==> config.mk <==
export PLATFORM = sky130hd
export DESIGN_NAME = subtractor_serial_flat
export DESIGN_NICKNAME = d
export VERILOG_FILES = /design/src/rtl/subtractor_serial_if.sv /design/src/rtl/subtractor_serial.sv /design/src/flat_wrapper.sv
export SDC_FILE = /design/constraint.sdc
export NUM_CORES = 1
export LEC_CHECK = 0
export BUFFER_PORTS_ARGS = -buffer_cell sky130_fd_sc_hd__buf_2
export CORE_ASPECT_RATIO = 1.5
export CORE_MARGIN = 2
export CORE_UTILIZATION = 50
export DETAILED_ROUTE_END_ITERATION = 8
export PLACE_DENSITY_LB_ADDON = 0.3
export SYNTH_ARGS = -nofsm -noshare
export SYNTH_HDL_FRONTEND = slang
export SYNTH_SLANG_ARGS = --single-unit
==> constraint.sdc <==
create_clock -name clk -period 2.2 [get_ports clk]
set_input_delay 0.44 -clock clk [delete_from_list [all_inputs] [get_ports clk]]
set_output_delay 0.44 -clock clk [all_outputs]
set_load 0.1 [all_outputs]
==> src/rtl/subtractor_serial_if.sv <==
// Operand/result handshake bundle for the bit-serial subtractor.
interface subtractor_serial_if #(
  parameter int unsigned N = 8
);
  logic         in_valid;
  logic         in_ready;
  logic [N-1:0] a;
  logic [N-1:0] b;
  logic         bi;
  logic         out_valid;
  logic         out_ready;
  logic [N-1:0] d;
  logic         bo;
  logic         ov;

  modport master (
    output in_valid, a, b, bi, out_ready,
    input  in_ready, out_valid, d, bo, ov
  );

  modport slave (
    input  in_valid, a, b, bi, out_ready,
    output in_ready, out_valid, d, bo, ov
  );
endinterface

==> src/rtl/subtractor_serial.sv <==
// Bit-serial subtractor d = a - b - bi: one full-subtractor cell per clock, LSB first,
// with valid/ready handshakes on operands and result.
module subtractor_serial #(
  parameter int unsigned N = 8
) (
  input logic               clk,
  input logic               rstn,
  subtractor_serial_if.slave bus
);

  localparam int unsigned CW = $clog2(N + 1);

  typedef enum logic [1:0] {
    IDLE  = 2'd0,
    SHIFT = 2'd1,
    DONE  = 2'd2
  } state_t;

  state_t        state, state_nxt;
  logic [N-1:0]  sa, sa_nxt;
  logic [N-1:0]  sb, sb_nxt;
  logic [N-1:0]  d_q, d_nxt;
  logic [CW-1:0] cnt, cnt_nxt;
  logic          brw, brw_nxt;
  logic          a_msb, a_msb_nxt;
  logic          b_msb, b_msb_nxt;
  logic          in_ready_q, in_ready_nxt;
  logic          out_valid_q, out_valid_nxt;
  logic          bo_q, bo_nxt;
  logic          ov_q, ov_nxt;
  logic          x_c;

  // State, shift registers and registered outputs
  always_ff @(posedge clk or negedge rstn) begin
    if (!rstn) begin
      state       <= IDLE;
      sa          <= '0;
      sb          <= '0;
      d_q         <= '0;
      cnt         <= '0;
      brw         <= 1'b0;
      a_msb       <= 1'b0;
      b_msb       <= 1'b0;
      in_ready_q  <= 1'b1;
      out_valid_q <= 1'b0;
      bo_q        <= 1'b0;
      ov_q        <= 1'b0;
    end else begin
      state       <= state_nxt;
      sa          <= sa_nxt;
      sb          <= sb_nxt;
      d_q         <= d_nxt;
      cnt         <= cnt_nxt;
      brw         <= brw_nxt;
      a_msb       <= a_msb_nxt;
      b_msb       <= b_msb_nxt;
      in_ready_q  <= in_ready_nxt;
      out_valid_q <= out_valid_nxt;
      bo_q        <= bo_nxt;
      ov_q        <= ov_nxt;
    end
  end

  // Next-state, datapath and next-output logic
  always_comb begin
    state_nxt = state;
    sa_nxt    = sa;
    sb_nxt    = sb;
    d_nxt     = d_q;
    cnt_nxt   = cnt;
    brw_nxt   = brw;
    a_msb_nxt = a_msb;
    b_msb_nxt = b_msb;
    bo_nxt    = bo_q;
    ov_nxt    = ov_q;
    x_c       = sa[0] ^ sb[0] ^ brw;

    case (state)
      IDLE: begin
        if (bus.in_valid && in_ready_q) begin
          sa_nxt    = bus.a;
          sb_nxt    = bus.b;
          brw_nxt   = bus.bi;
          a_msb_nxt = bus.a[N-1];
          b_msb_nxt = bus.b[N-1];
          cnt_nxt   = '0;
          state_nxt = SHIFT;
        end
      end
      SHIFT: begin
        brw_nxt = (~sa[0] & sb[0]) | (~sa[0] & brw) | (sb[0] & brw);
        sa_nxt  = sa >> 1;
        sb_nxt  = sb >> 1;
        // Difference bit enters at the MSB so the LSB lands at bit 0 after N cycles
        d_nxt   = N'({x_c, d_q} >> 1);
        cnt_nxt = cnt + CW'(1);
        if (cnt == CW'(N - 1)) begin
          state_nxt = DONE;
          bo_nxt    = brw_nxt;
          ov_nxt    = (a_msb != b_msb) && (x_c != a_msb);
        end
      end
      DONE: begin
        if (out_valid_q && bus.out_ready) begin
          state_nxt = IDLE;
        end
      end
      default: state_nxt = IDLE;
    endcase

    in_ready_nxt  = (state_nxt == IDLE);
    out_valid_nxt = (state_nxt == DONE);
  end

  assign bus.in_ready  = in_ready_q;
  assign bus.out_valid = out_valid_q;
  assign bus.d         = d_q;
  assign bus.bo        = bo_q;
  assign bus.ov        = ov_q;

endmodule

==> src/flat_wrapper.sv <==
// flat-port wrapper written by rule: the top's interface ports become plain ports
module subtractor_serial_flat 
#(
  parameter int unsigned N = 8
)
  (clk, rstn, bus_in_valid, bus_a, bus_b, bus_bi, bus_out_ready, bus_in_ready, bus_out_valid, bus_d, bus_bo, bus_ov);
  subtractor_serial_if #(.N(N)) bus_i ();
  input logic clk;
  input logic rstn;
  input wire logic [$bits(bus_i.in_valid)-1:0] bus_in_valid;
  input wire logic [$bits(bus_i.a)-1:0] bus_a;
  input wire logic [$bits(bus_i.b)-1:0] bus_b;
  input wire logic [$bits(bus_i.bi)-1:0] bus_bi;
  input wire logic [$bits(bus_i.out_ready)-1:0] bus_out_ready;
  output wire logic [$bits(bus_i.in_ready)-1:0] bus_in_ready;
  output wire logic [$bits(bus_i.out_valid)-1:0] bus_out_valid;
  output wire logic [$bits(bus_i.d)-1:0] bus_d;
  output wire logic [$bits(bus_i.bo)-1:0] bus_bo;
  output wire logic [$bits(bus_i.ov)-1:0] bus_ov;
  assign bus_i.in_valid = bus_in_valid;
  assign bus_i.a = bus_a;
  assign bus_i.b = bus_b;
  assign bus_i.bi = bus_bi;
  assign bus_i.out_ready = bus_out_ready;
  assign bus_in_ready = bus_i.in_ready;
  assign bus_out_valid = bus_i.out_valid;
  assign bus_d = bus_i.d;
  assign bus_bo = bus_i.bo;
  assign bus_ov = bus_i.ov;
  subtractor_serial #(.N(N)) u_core (.clk(clk), .rstn(rstn), .bus(bus_i));
endmodule
Yosys cells after proc, flatten, opt, wreduce, memory -nomap -nowiden
Cells that the tools add are included.
{ "op_classes": {"n_addsub": 1, "eq_ne": 7, "mux": 12, "bitwise": 8, "reduce_logical": 9} }
{ "op_table": {"columns": ["cell", "n"], "rows": [
  ["$pmux 8 s2", 2],
  ["$mux 8", 2],
  ["$pmux 4 s2", 1],
  ["$mux 2", 3],
  ["$pmux 2 s3", 1],
  ["$reduce_and 2->1", 3],
  ["$add 4x1->4 const B", 1],
  ["$eq 2x2->1 const B", 2],
  ["$eq 4x3->1 const B", 1],
  ["$logic_not 2->1", 2],
  ["$mux 4", 1],
  ["$and 1x1->1", 3],
  ["$logic_and 1x1->1", 3],
  ["$eq 2x1->1 const B", 1],
  ["$ne 1x1->1", 2],
  ["$ne 2x1->1 const B", 1],
  ["$or 1x1->1", 2],
  ["$pmux 1 s2", 1],
  ["$reduce_bool 2->1", 1],
  ["$xor 1x1->1", 2],
  ["$mux 1", 1],
  ["$not 1->1", 1]
]} }
{ "totals": {"regBits": 37, "inputBits": 21, "output_inout_bits": 12, "wordCells": 49} }

Depth between registers and ports, before layout
{ "depth": {"ltp_word": 5, "ltp_mapped": 5, "mapped_depth_nobuf": 5} }

Worst setup path after synthesis
Ideal clock, no wire load.
{ "synth_path": {"path_type": "register -> register", "start": "reg u_core.in_ready_q (netlist: u_core.bus.in_ready)", "end": "reg u_core.cnt[3]", "setup_ns": 0.126, "arrival_time_ns": 1.640, "required_ns": 2.074, "setup_slack_ns": 0.434, "stages_incl_launch_ff": 5, "n_path_buf": 1, "synth_period_minus_slack_ns": 1.766, "cell_sequence": "dfstp_2 and2_4 buf_6 o21ai_4 a221o_1"} }
{ "synth_via": {"elab_chain_len": 3} }
{ "synth_lines": {"columns": ["element", "line", "text"], "rows": [
  ["from (decl)", "subtractor_serial.sv:27", "logic in_ready_q, in_ready_nxt;"],
  ["from (signal assigned)", "subtractor_serial.sv:57", "in_ready_q <= in_ready_nxt;"],
  ["$logic_and 1x1->1", "subtractor_serial.sv:80", "if (bus.in_valid && in_ready_q) begin"],
  ["$ne 2x1->1 (no source line)", null, null],
  ["$reduce_and 2->1 (no source line)", null, null],
  ["to (signal assigned)", "subtractor_serial.sv:53", "cnt <= cnt_nxt;"],
  ["to (decl)", "subtractor_serial.sv:23", "logic [CW-1:0] cnt, cnt_nxt;"]
]} }
Every way passes these cells.
A chain may end at the register's enable or synchronous reset.

Worst setup path in the final report
{ "layout_path": {"start": "reg u_core.state[0]", "end": "reg u_core.ov_q (netlist: u_core.bus.ov)"} }
{ "layout_via": {"elab_chain_len": 2} }
{ "layout_lines": {"columns": ["element", "line", "text"], "rows": [
  ["from (decl)", "subtractor_serial.sv:19", "state_t state, state_nxt;"],
  ["from (signal assigned)", "subtractor_serial.sv:49", "state <= state_nxt;"],
  ["$eq 2x1->1", "subtractor_serial.sv:78", "case (state)"],
  ["$reduce_and 2->1 (no source line)", null, null],
  ["to (signal assigned)", "subtractor_serial.sv:60", "ov_q <= ov_nxt;"],
  ["to (decl)", "subtractor_serial.sv:30", "logic ov_q, ov_nxt;"]
]} }
Every way passes these cells.

==> flow_metrics.env <==
export IMPL_area_delta_synth_final_pct=16.25
export IMPL_worstSkewPairLatency_ns=0.29
export IMPL_cts_buffer_depth=2
export IMPL_syn_avg_cell_area_um2=10.97
export IMPL_root_buffer="clkbuf_8"
export IMPL_synth_warnings=0
export IMPL_drt_iter0_drc=25
export IMPL_antenna_found_initial=0
export IMPL_io_buffer_count=32
export IMPL_ys_ff_latch=37
export IMPL_yosysTopAreaCell="dfrtp_1"
export IMPL_cts_buffers=5
export IMPL_fp_dieH_um=76.10
export IMPL_status="finished, final reports clean"
export IMPL_fin_crit_sh_pct=80.78
export IMPL_seqCellArea_um2=927.1
export IMPL_cts_tree="done"
export IMPL_fin_crit_ns=1.777
export IMPL_die_area_mm2=0.003963
export IMPL_clock_fmax_mhz=562.7
export IMPL_path_class="flip-flop to flip-flop"
export IMPL_clock_sinks=37
export IMPL_grt_max_degree=38
export IMPL_slew_viol_final=0
export IMPL_initial_core_util_pct=51.72
export IMPL_dr_pass1_iters=4
export IMPL_routedWlPerCell_um=15.68
export IMPL_cpMaxStageDelayCell="dfrtp_1"
export IMPL_grt_setup_unrepaired="no"
export IMPL_ant_nets=0
export IMPL_holdBufCountCts=0
export IMPL_synthFlopType="dfrtp_1"
export IMPL_multiInputGateArea_um2=720.7
export IMPL_via_count=1276
export IMPL_final_util_pct=60.12
export IMPL_cp_start_kind="flip-flop"
export IMPL_track_usage_pct=20.70
export IMPL_synth_edf_count=0
export IMPL_cts_reportedPaths_clkPinSlew_ns=0.07
export IMPL_drive_gt1_share_pct=29.47
export IMPL_worst_hold_path_type="input port to async pin"
export IMPL_layout_nets=212
export IMPL_synth_async_reset_ratio_pct=100.0
export IMPL_required_ns=2.38
export IMPL_post_synth_top_area_fraction_pct=51.99
export IMPL_max_slew_margin_rel_pct=46.26
export IMPL_yosysSeqAreaShare_pct=53.50
export IMPL_tightestPinTransition_ns=0.8061
export IMPL_setup_viol=0
export IMPL_ios=33
export IMPL_rows=26
export IMPL_overflow=0
export IMPL_post_cts_buffers=0
export IMPL_synth_area_leaders="dfrtp_1, nand2_1, o2bb2ai_1"
export IMPL_crit_chain="nand2b_2, nor3_4, mux2_2"
export IMPL_timing_hold_ws_ns=0.2377
export IMPL_nFillCells=289
export IMPL_antenna_cells=0
export IMPL_finalHoldViolCount=0
export IMPL_htree_levels=2
export IMPL_globalplace_congestion=0.8082
export IMPL_postSynthCellCount=158
export IMPL_cap_violations=0
export IMPL_drc=0
export IMPL_synth_cell_type_count=35
export IMPL_synth_net_count=181
export IMPL_fp_dieW_um=52.07
export IMPL_grt_pass1_vias=1331
export IMPL_grt_pass1_wl_mm=6.106
export IMPL_cts_resized=0
export IMPL_coreArea_mm2=0.003351
export IMPL_drt_wl_total_mm=3.637
export IMPL_max_stage_delay_ns=0.71
export IMPL_worstPathArrival_ns=1.95
export IMPL_drt_vias_per_instance=5.500
export IMPL_synth_area_mm2=0.001733
export IMPL_hpwlAfterDp_mm=2.593
export IMPL_crit_fanout=19
export IMPL_setup_tns_ns=0
export IMPL_worstSetupEndpointType="flip-flop"
export IMPL_finalClockSkew_ns=0.005493
-- sequential cells by signal (all words and copies together), names as in the netlist --
| signal | cells |
|---|---|
| u_core.a_msb | 1 |
| u_core.b_msb | 1 |
| u_core.brw | 1 |
| u_core.bus.bo | 1 |
| u_core.bus.d | 8 |
| u_core.bus.in_ready | 1 |
| u_core.bus.out_valid | 1 |
| u_core.bus.ov | 1 |
| u_core.cnt | 4 |
| u_core.sa | 8 |
| u_core.sb | 8 |
| u_core.state | 2 |
-- through the flow --
stage / std cells / worst slack, ns / cell area [µm²]
floorplan: 158 / 0.4336 / 1733
global placement: 224 / 0.4838 / 1894
detailed placement: 224 / 0.4094 / 1894
CTS: 232 / 0.3923 / 2014
global route: 232 / 0.2499 / 2014
finish: 232 / 0.4229 / 2014
-- cell type report --
| cell class | count | share of cell area [%] |
|---|---|---|
| flip-flops and latches | 37 | 46.02 |
| multi-input cells | 106 | 35.78 |
| repair buffers | 34 | 8.696 |
| clock buffers | 6 | 4.099 |
| well taps | 42 | 2.609 |
| clock inverters | 2 | 1.863 |
| inverters | 5 | 0.9317 |
-- path summary, 6_finish.rpt --
path	slack, ns	cells past startpoint	startpoint	to
worst max-delay path	0.42	3	u_core.state[0]	u_core.bus.ov
worst min-delay path	0.24	1	rstn	u_core.bus.out_valid
worst max register to register	0.42	3	u_core.state[0]	u_core.bus.ov
worst min register to register	0.49	2	u_core.bus.d[0]	u_core.bus.d[0]
max in group asynchronous	1.45	1	rstn	u_core.bus.d[7]
min in group clk	0.39	2	bus_a[7]	u_core.sa[7]
-- routing by layer --
| metal | wire length (µm) | track usage, % |
|---|---|---|
| met5 | 0 | 0 |
| met3 | 168 | 5.294 |
| met2 | 1826 | 33.67 |
| met4 | 81 | 10.00 |
| met1 | 1560 | 24.73 |
-- cell usage after synthesis (all sizes together), types with 3 or more instances --
master,count
o2bb2ai,11
a31oi,11
and2,12
o22ai,10
dfrtp,36
buf,9
nor2,3
mux2,4
a21oi,7
a22o,3
inv,5
nand2,27
-- worst max-delay path: cells and delay by family, from the launching register on --
family | cells | cell delay (ns)
DFF | 1 | 0.71
and+or+nand+nor | 2 | 0.59
muxes | 1 | 0.37
-- kinds of logic after synthesis --
logic type	synth area share, %
AOI/OAI and AO/OA	20.94
and+or+nand+nor	15.02
DFF	53.50
buffers and inverters	4.909
muxes	3.754
adders and majority gates	1.877
-- placed cells by master (no fill, tap or decap), types with 2 or more instances in the layout --
cell type / instances
dfrtp_1: 36
buf_2: 32
nand2_1: 27
and2_1: 11
a31oi_1: 11
o22ai_1: 10
o2bb2ai_1: 9
a21oi_1: 7
clkbuf_8: 6
inv_1: 4
mux2_2: 4
a22o_1: 3
nor2_1: 2
a21o_1: 2
a21boi_0: 2
o2bb2ai_2: 2
mux2i_1: 2
buf_4: 2
Power is left out: the tool's default activity adds up to more than one toggle a clock period on the data nets, which glitch-free logic cannot reach.
